[src/rtl/pmaj_fanout_if.sv]
// Handshake bundle for pmaj_fanout: forward majority beats and backward gradient beats.
// The master side drives the *_in signals; the slave side (the node) drives the *_out signals.
interface pmaj_fanout_if #(
    parameter int N_IN  = 3,
    parameter int N_OUT = 2
);
    logic             fvalid_in;
    logic             fcontrol;
    logic [N_IN-1:0]  fin;
    logic             fvalid_out;
    logic [N_OUT-1:0] fout;
    logic             bvalid_in;
    logic [N_OUT-1:0] bin;
    logic             bvalid_out;
    logic             bcontrol;
    logic [N_IN-1:0]  bout;

    modport master (
        output fvalid_in, fcontrol, fin, bvalid_in, bin,
        input  fvalid_out, fout, bvalid_out, bcontrol, bout
    );

    modport slave (
        input  fvalid_in, fcontrol, fin, bvalid_in, bin,
        output fvalid_out, fout, bvalid_out, bcontrol, bout
    );
endinterface

[src/rtl/pmaj_fanout.sv]
// Registered stochastic bitnet node: controlled majority fan-out forward, LFSR-selected gradient broadcast backward.
// Optional feature macro PMAJ_OSC_MIX_EN mixes a synchronised ring-oscillator bit into the LFSR.
module pmaj_fanout #(
    parameter int          N_IN   = 3,
    parameter int          N_OUT  = 2,
    parameter int          LFSR_W = 16,
    parameter logic [15:0] SEED   = 16'hACE1
) (
    input  logic          clk_in,
    input  logic          rst_n_in,
    input  logic          oscillator,
    pmaj_fanout_if.slave  bus
);
    localparam int          POP_W    = $clog2(N_IN + 1);
    localparam logic [15:0] SEED_EFF = (SEED == 16'h0000) ? 16'h0001 : SEED;
    localparam logic [15:0] MASK     = 16'hB400;

    if ((N_IN < 1) || ((N_IN % 2) == 0)) begin : g_bad_n_in
        $error("pmaj_fanout: N_IN must be odd and >= 1");
    end
    if (N_OUT < 1) begin : g_bad_n_out
        $error("pmaj_fanout: N_OUT must be >= 1");
    end
    if (LFSR_W != 16) begin : g_bad_lfsr_w
        $error("pmaj_fanout: LFSR_W must be 16");
    end

    function automatic logic [POP_W-1:0] popcount(input logic [N_IN-1:0] v);
        logic [POP_W-1:0] c;
        c = '0;
        for (int i = 0; i < N_IN; i++) begin
            c = c + POP_W'(v[i]);
        end
        return c;
    endfunction

    function automatic logic [15:0] lfsr_step(input logic [15:0] s);
        return s[0] ? ((s >> 1) ^ MASK) : (s >> 1);
    endfunction

    logic             fvalid_r;
    logic [N_OUT-1:0] fout_r;
    logic             bvalid_r;
    logic             bcontrol_r;
    logic [N_IN-1:0]  bout_r;
    logic [15:0]      lfsr_r;
    logic [15:0]      lfsr_nxt_s;
    logic [15:0]      sel_s;
    logic             bsel_s;
    logic             maj_s;
    logic             fres_s;

    // Forward result: majority or minority of the input bits.
    always_comb begin
        maj_s  = popcount(bus.fin) > POP_W'(N_IN / 2);
        fres_s = bus.fcontrol ? maj_s : ~maj_s;
    end

    // Backward selection from the current LFSR state; a compare loop avoids a narrow dynamic index.
    always_comb begin
        sel_s  = {8'h00, lfsr_r[7:0]} % 16'(N_OUT);
        bsel_s = 1'b0;
        for (int i = 0; i < N_OUT; i++) begin
            if (sel_s == 16'(i)) begin
                bsel_s = bus.bin[i];
            end else begin
                bsel_s = bsel_s;
            end
        end
    end

`ifdef PMAJ_OSC_MIX_EN
    logic osc_meta_r;
    logic osc_sync_r;
    logic [15:0] mix_s;

    // Two-flop synchroniser for the asynchronous oscillator bit.
    always_ff @(posedge clk_in or negedge rst_n_in) begin
        if (!rst_n_in) begin
            osc_meta_r <= 1'b0;
            osc_sync_r <= 1'b0;
        end else begin
            osc_meta_r <= oscillator;
            osc_sync_r <= osc_meta_r;
        end
    end

    // Entropy is mixed into bit 0; a zero result would lock the LFSR, so reseed instead.
    always_comb begin
        mix_s = lfsr_step(lfsr_r) ^ {15'h0000, osc_sync_r};
        if (mix_s == 16'h0000) begin
            lfsr_nxt_s = SEED_EFF;
        end else begin
            lfsr_nxt_s = mix_s;
        end
    end
`else
    logic unused_osc_s;
    assign unused_osc_s = oscillator;

    // Purely deterministic LFSR successor.
    always_comb begin
        lfsr_nxt_s = lfsr_step(lfsr_r);
    end
`endif

    // LFSR advances once per accepted backward beat.
    always_ff @(posedge clk_in or negedge rst_n_in) begin
        if (!rst_n_in) begin
            lfsr_r <= SEED_EFF;
        end else if (bus.bvalid_in) begin
            lfsr_r <= lfsr_nxt_s;
        end else begin
            lfsr_r <= lfsr_r;
        end
    end

    // Forward pipeline register; data holds when no beat arrives.
    always_ff @(posedge clk_in or negedge rst_n_in) begin
        if (!rst_n_in) begin
            fvalid_r <= 1'b0;
            fout_r   <= '0;
        end else begin
            fvalid_r <= bus.fvalid_in;
            if (bus.fvalid_in) begin
                fout_r <= {N_OUT{fres_s}};
            end else begin
                fout_r <= fout_r;
            end
        end
    end

    // Backward pipeline register; data holds when no beat arrives.
    always_ff @(posedge clk_in or negedge rst_n_in) begin
        if (!rst_n_in) begin
            bvalid_r   <= 1'b0;
            bcontrol_r <= 1'b0;
            bout_r     <= '0;
        end else begin
            bvalid_r <= bus.bvalid_in;
            if (bus.bvalid_in) begin
                bcontrol_r <= bsel_s;
                bout_r     <= {N_IN{bsel_s}};
            end else begin
                bcontrol_r <= bcontrol_r;
                bout_r     <= bout_r;
            end
        end
    end

    assign bus.fvalid_out = fvalid_r;
    assign bus.fout       = fout_r;
    assign bus.bvalid_out = bvalid_r;
    assign bus.bcontrol   = bcontrol_r;
    assign bus.bout       = bout_r;
endmodule

[src/flat_wrapper.sv]
// flat-port wrapper written by rule: the top's interface ports become plain ports
module pmaj_fanout_flat 
#(
    parameter int          N_IN   = 3,
    parameter int          N_OUT  = 2,
    parameter int          LFSR_W = 16,
    parameter logic [15:0] SEED   = 16'hACE1
)
  (clk_in, rst_n_in, oscillator, bus_fvalid_in, bus_fcontrol, bus_fin, bus_bvalid_in, bus_bin, bus_fvalid_out, bus_fout, bus_bvalid_out, bus_bcontrol, bus_bout);
  pmaj_fanout_if #(.N_IN(N_IN), .N_OUT(N_OUT)) bus_i ();
  input  logic clk_in;
  input  logic rst_n_in;
  input  logic oscillator;
  input wire logic [$bits(bus_i.fvalid_in)-1:0] bus_fvalid_in;
  input wire logic [$bits(bus_i.fcontrol)-1:0] bus_fcontrol;
  input wire logic [$bits(bus_i.fin)-1:0] bus_fin;
  input wire logic [$bits(bus_i.bvalid_in)-1:0] bus_bvalid_in;
  input wire logic [$bits(bus_i.bin)-1:0] bus_bin;
  output wire logic [$bits(bus_i.fvalid_out)-1:0] bus_fvalid_out;
  output wire logic [$bits(bus_i.fout)-1:0] bus_fout;
  output wire logic [$bits(bus_i.bvalid_out)-1:0] bus_bvalid_out;
  output wire logic [$bits(bus_i.bcontrol)-1:0] bus_bcontrol;
  output wire logic [$bits(bus_i.bout)-1:0] bus_bout;
  assign bus_i.fvalid_in = bus_fvalid_in;
  assign bus_i.fcontrol = bus_fcontrol;
  assign bus_i.fin = bus_fin;
  assign bus_i.bvalid_in = bus_bvalid_in;
  assign bus_i.bin = bus_bin;
  assign bus_fvalid_out = bus_i.fvalid_out;
  assign bus_fout = bus_i.fout;
  assign bus_bvalid_out = bus_i.bvalid_out;
  assign bus_bcontrol = bus_i.bcontrol;
  assign bus_bout = bus_i.bout;
  pmaj_fanout #(.N_IN(N_IN), .N_OUT(N_OUT), .LFSR_W(LFSR_W), .SEED(SEED)) u_core (.clk_in(clk_in), .rst_n_in(rst_n_in), .oscillator(oscillator), .bus(bus_i));
endmodule
[config.mk]
export PLATFORM = sky130hd
export DESIGN_NAME = pmaj_fanout_flat
export DESIGN_NICKNAME = d
export VERILOG_FILES = /design/src/rtl/pmaj_fanout_if.sv /design/src/rtl/pmaj_fanout.sv /design/src/flat_wrapper.sv
export SDC_FILE = /design/constraint.sdc
export NUM_CORES = 1
export LEC_CHECK = 0
export CAP_MARGIN = 20
export CELL_PAD_IN_SITES_DETAIL_PLACEMENT = 0
export CELL_PAD_IN_SITES_GLOBAL_PLACEMENT = 1
export CORE_AREA = 2 2 51 53
export DETAILED_ROUTE_END_ITERATION = 8
export DIE_AREA = 0 0 53 55
export GPL_ROUTABILITY_DRIVEN = 0
export PLACE_DENSITY_LB_ADDON = 0.1
export SLEW_MARGIN = 5
export SYNTH_ARGS = -nofsm -noshare
export SYNTH_HDL_FRONTEND = slang
export SYNTH_SLANG_ARGS = --single-unit
export TNS_END_PERCENT = 10
[constraint.sdc]
create_clock -name clk_in -period 1.3 [get_ports clk_in]
set_clock_uncertainty 0.15 [all_clocks]
set_input_delay 0.195 -clock clk_in [delete_from_list [all_inputs] [get_ports clk_in]]
set_output_delay 0.195 -clock clk_in [all_outputs]
set_load 0.02 [all_outputs]
After elaboration in Yosys (flattened, before gate mapping)
Cells that the tools add are included.
W data, S select, Z words.
{ "op_classes": {"addsub": 2, "multipliers": 0, "div": 0, "order_cmp": 1, "n_eq_ne": 0, "n_shift": 0, "mux": 4, "bitwise": 2, "n_reduce_logical": 1} }
{ "op_table": {"columns": ["cell", "n"], "rows": [
  ["$logic_not A16 Y1", 1],
  ["$mux W16", 1],
  ["$not A3 Y4", 1],
  ["$mux W1", 3],
  ["$add A1 B1 Y2", 1],
  ["$add A2 B1 Y2", 1],
  ["$gt A2 B1 Y1 const B", 1],
  ["$not A1 Y1", 1]
]} }
{ "word_totals": {"regBits": 21, "latch_bits": 0, "ram_bits": 0, "romBits": 0, "out_inout_bits": 8, "memories": 0} }

Longest topological paths before layout
{ "depth": {"word_depth": 5, "depth_mapped": 4, "depth_no_buf": 4} }

Least setup slack after synthesis
Ideal clock, no wire load.
{ "synth_path": {"path_kind": "reg2reg", "start": "register u_core.lfsr_r[0]", "end": "register u_core.bus.bout[0] (netlist name)", "arrival_ns": 0.864, "t_required_ns": 1.027, "path_slack_ns": 0.163, "path_stages_with_launch": 4, "period_less_slack_ns": 1.137, "cell_sequence": "dfstp_2 -> buf_4 -> mux2i_1 -> a21oi_1"} }
{ "synth_via": {"elab_chain_len": 3} }
{ "synth_rtl": {"columns": ["item", "line", "source"], "rows": [
  ["start, declared", "pmaj_fanout.sv:46", "logic [15:0] lfsr_r;"],
  ["start signal, assigned", "pmaj_fanout.sv:112", "lfsr_r <= lfsr_nxt_s;"],
  ["start signal, assigned", "pmaj_fanout.sv:114", "lfsr_r <= lfsr_r;"],
  ["$logic_not A16 Y1", "pmaj_fanout.sv:64", "if (sel_s == 16'(i)) begin"],
  ["$mux W1", "pmaj_fanout.sv:64", null],
  ["$mux W1 (*)", "pmaj_fanout.sv:64", null]
]} }
Mark *: on every way between the ends. The rest lies on a longest branch, timed or not.
A chain may end at the register's enable or synchronous reset.

Worst setup path in the final report
{ "layout_path": {"start": "register u_core.bvalid_r (netlist: u_core.bus.bvalid_out)", "end": "output bus_bvalid_out"} }
{ "layout_rtl": {"columns": ["item", "line", "source"], "rows": [
  ["start, declared", "pmaj_fanout.sv:43", "logic bvalid_r;"],
  ["start signal, assigned", "pmaj_fanout.sv:140", "bvalid_r <= bus.bvalid_in;"],
  ["end, declared", "flat_wrapper.sv:21", "output wire logic [$bits(bus_i.bvalid_out)-1:0] bus_bvalid_out;"]
]} }
No word-level cell between the ends.

==> results.sh <==
export IMPL_clkSlewWorstSetupHoldPaths_ps=120
export IMPL_yosys_warnings=0
export IMPL_rows=18
export IMPL_worstReg2RegStart="u_core.lfsr_r[0]"
export IMPL_die_h_um=55
export IMPL_layout_setup_ws_ps=47.96
export IMPL_antenna_left=0
export IMPL_drc_errors=0
export IMPL_critPathLaunchType="register"
export IMPL_vias=458
export IMPL_ir_drop_v=0.0009794
export IMPL_p_total_w=0.002307
export IMPL_outcome="completed"
export IMPL_insertion_delay_ps=300
export IMPL_fin_nets=88
export IMPL_cp_max_fo=1
export IMPL_hpwlAfterDp_um=837.1
export IMPL_grt_pass1_wl_um=2166
export IMPL_htree_levels=1
export IMPL_synth_area_per_cell_um2=15.23
export IMPL_clock_sinks=20
export IMPL_power_leakage_nw=0.4837
export IMPL_required_ps=950
export IMPL_hold_viol_final=0
export IMPL_p_int_w=0.001721
export IMPL_antenna_found_initial=0
export IMPL_setup_tns_ps=0
export IMPL_die_x_um=53
export IMPL_grt_overflow_total=0
export IMPL_num_io_pins=19
export IMPL_grt_usage_pct=10.99
export IMPL_diodes=0
export IMPL_wirelength_um=1244
export IMPL_ys_ff_latch=20
export IMPL_path_delay_family="flip-flops"
export IMPL_rsz0062_at_grt="false"
export IMPL_viasPerCell=4.362
export IMPL_initial_core_util_pct=36.72
export IMPL_maxSlewViolCount=0
export IMPL_fin_crit_ps=1252
export IMPL_syn_instance_count=57
export IMPL_synth_nets=69
export IMPL_min_path_type="primary input to async pin"
export IMPL_crit_buf_inv=1
export IMPL_slew_headroom_pct=91.50
export IMPL_switching_share_pct=25.40
export IMPL_worstPathCellList="clkdlybuf4s15_2"
export IMPL_p_clk_share_pct=21.8
export IMPL_power_density_nw_per_um2=2117
export IMPL_finalSetupViolCount=0
export IMPL_reg2reg_depth=2
export IMPL_die_area_um2=2915
export IMPL_drv_cap=0
export IMPL_first_pass_iters=3
export IMPL_numCtsBuffers=3
export IMPL_numPortBuffers=17
export IMPL_finalCritPeriodShare_pct=96.31
export IMPL_fmax_ghz=0.7987
export IMPL_grt_pass1_vias=445
export IMPL_cts_max_path_buffers=2
export IMPL_drtIter0Drc=3
export IMPL_end_kind="output port"
export IMPL_area_growth_pct=25.50
export IMPL_postCtsSetupBuffers=0
export IMPL_tritoncts="built"
export IMPL_r2r_slack_ps=110
export IMPL_ys_seq_area_share_pct=58.79
export IMPL_pwr_share_comb_pct=28.1
export IMPL_cp_arrival_ps=910
export IMPL_drive_gt1_share_pct=49.33
export IMPL_slowest_stage="dfrtp_1"
export IMPL_core_um2=2365
export IMPL_r2r_end="u_core.bus.bout[0]"
export IMPL_power_frac_seq_pct=50.1
export IMPL_tightest_slew_ps=123.9
export IMPL_cts_root_buf="clkbuf_4"
export IMPL_worstSetupPathType="register to output port"
export IMPL_crit_cells=1
export IMPL_max_stage_delay_ps=370
export IMPL_grt_max_degree=21
export IMPL_synth_cell_types=11
export IMPL_dp_slack_ps=-255.5
export IMPL_syn_area_um2=868.3
export IMPL_wl_per_cell_um=11.85
export IMPL_p_sw_w=0.0005860
==> per-layer routing <==
layer | wire [µm] | global-route usage (%) | up-vias
met4 | 15 | 8.974 | 0
li1 | - | - | 227
met2 | 533 | 14.79 | 12
met1 | 624 | 15.02 | 217
met5 | 0 | 0 | -
met3 | 71 | 2.419 | 2
==> power groups by stage <==
stage	combinational (W)	sequential [W]	clock (W)
floorplan	0.000586	0.00111	0
global placement	0.000688	0.00117	0
detailed placement	0.000689	0.00118	0
CTS	0.000660	0.00116	0.000531
global route	0.000706	0.00120	0.000553
finish	0.000647	0.00116	0.000504
==> cell usage in the layout, fill, tap and decap left out <==
cell type        instances
dfrtp_1                 12
mux2_2                   1
dfstp_2                  8
bufinv_16                1
nor2_1                   5
clkbuf_4                 3
mux2_4                  12
ha_1                     1
clkdlybuf4s50_1          9
buf_12                   2
buf_4                    2
a21oi_1                  6
mux2i_1                  1
xnor2_1                  4
buf_2                    7
clkdlybuf4s15_2          1
==> cells in the mapped netlist <==
cell type,number,share of area (%)
mux2_4,12,21
buf_4,5,4.3
nor2_1,5,2.2
mux2_2,1,1.3
dfstp_2,8,24
dfrtp_1,12,35
mux2i_1,1,1.2
a21oi_1,6,3.5
xnor2_1,4,4.0
ha_1,1,1.4
buf_6,2,2.6
==> worst max-delay path by stage <==
stage / from / to / slack [ps]
finish: u_core.bus.bvalid_out / bus_bvalid_out / 50
global route: u_core.bus.bvalid_out / bus_bvalid_out / 0.8
CTS: u_core.bus.fvalid_out / bus_fvalid_out / 0.06
detailed placement: bus_fin[0] / u_core.bus.fout[0] / -260
global placement: bus_fin[0] / u_core.bus.fout[0] / -220
floorplan: u_core.lfsr_r[0] / u_core.bus.bout[0] / 160
==> stage by stage <==
stage / instance area, µm² / hold slack [ps] / cells / utilization (%)
after global placement: 1071 / 332.0 / 101 / 45.29
after floorplan: 868.3 / -250.6 / 57 / -
after CTS: 1096 / 44.61 / 105 / 46.35
after detailed placement: 1071 / 331.7 / 101 / 45.29
final: 1090 / 63.50 / 105 / 46.08
after global routing: 1090 / 45.48 / 105 / 46.08
==> cell families (layout without fill, tap and decap cells) <==
logic type | after synthesis | after routing | synth area share [%]
AO/OA/AOI/OAI | 6 | 6 | 3.458
XOR/XNOR | 4 | 4 | 4.034
buffers and inverters | 7 | 25 | 6.917
multiplexers | 14 | 14 | 23.20
adder cells (fa/ha/maj) | 1 | 1 | 1.441
flip-flops | 20 | 20 | 58.79
AND/OR/NAND/NOR | 5 | 5 | 2.162
==> area by class of cell <==
class | count | area, µm²
timing repair buffer | 21 | 191.4
multi-input combinational | 30 | 297.8
tap | 30 | 37.54
sequential | 20 | 510.5
clock inverter | 1 | 30.03
fill | 230 | 1275
clock buffer | 3 | 22.52
==> what timing repair did <==
item / in CTS / in global routing
endpoints found under the hold margin: 0 / 0
hold buffers: 0 / 0
gates resized for setup: 30 / 1
setup endpoints to repair: 8 / 1
==> sequential cells by signal (all words and copies together) (netlist names) <==
name                   count
u_core.lfsr_r             16
u_core.bus.bout            1
u_core.bus.bvalid_out      1
u_core.bus.fout            1
u_core.bus.fvalid_out      1
(Power assumes the default switching activity.)
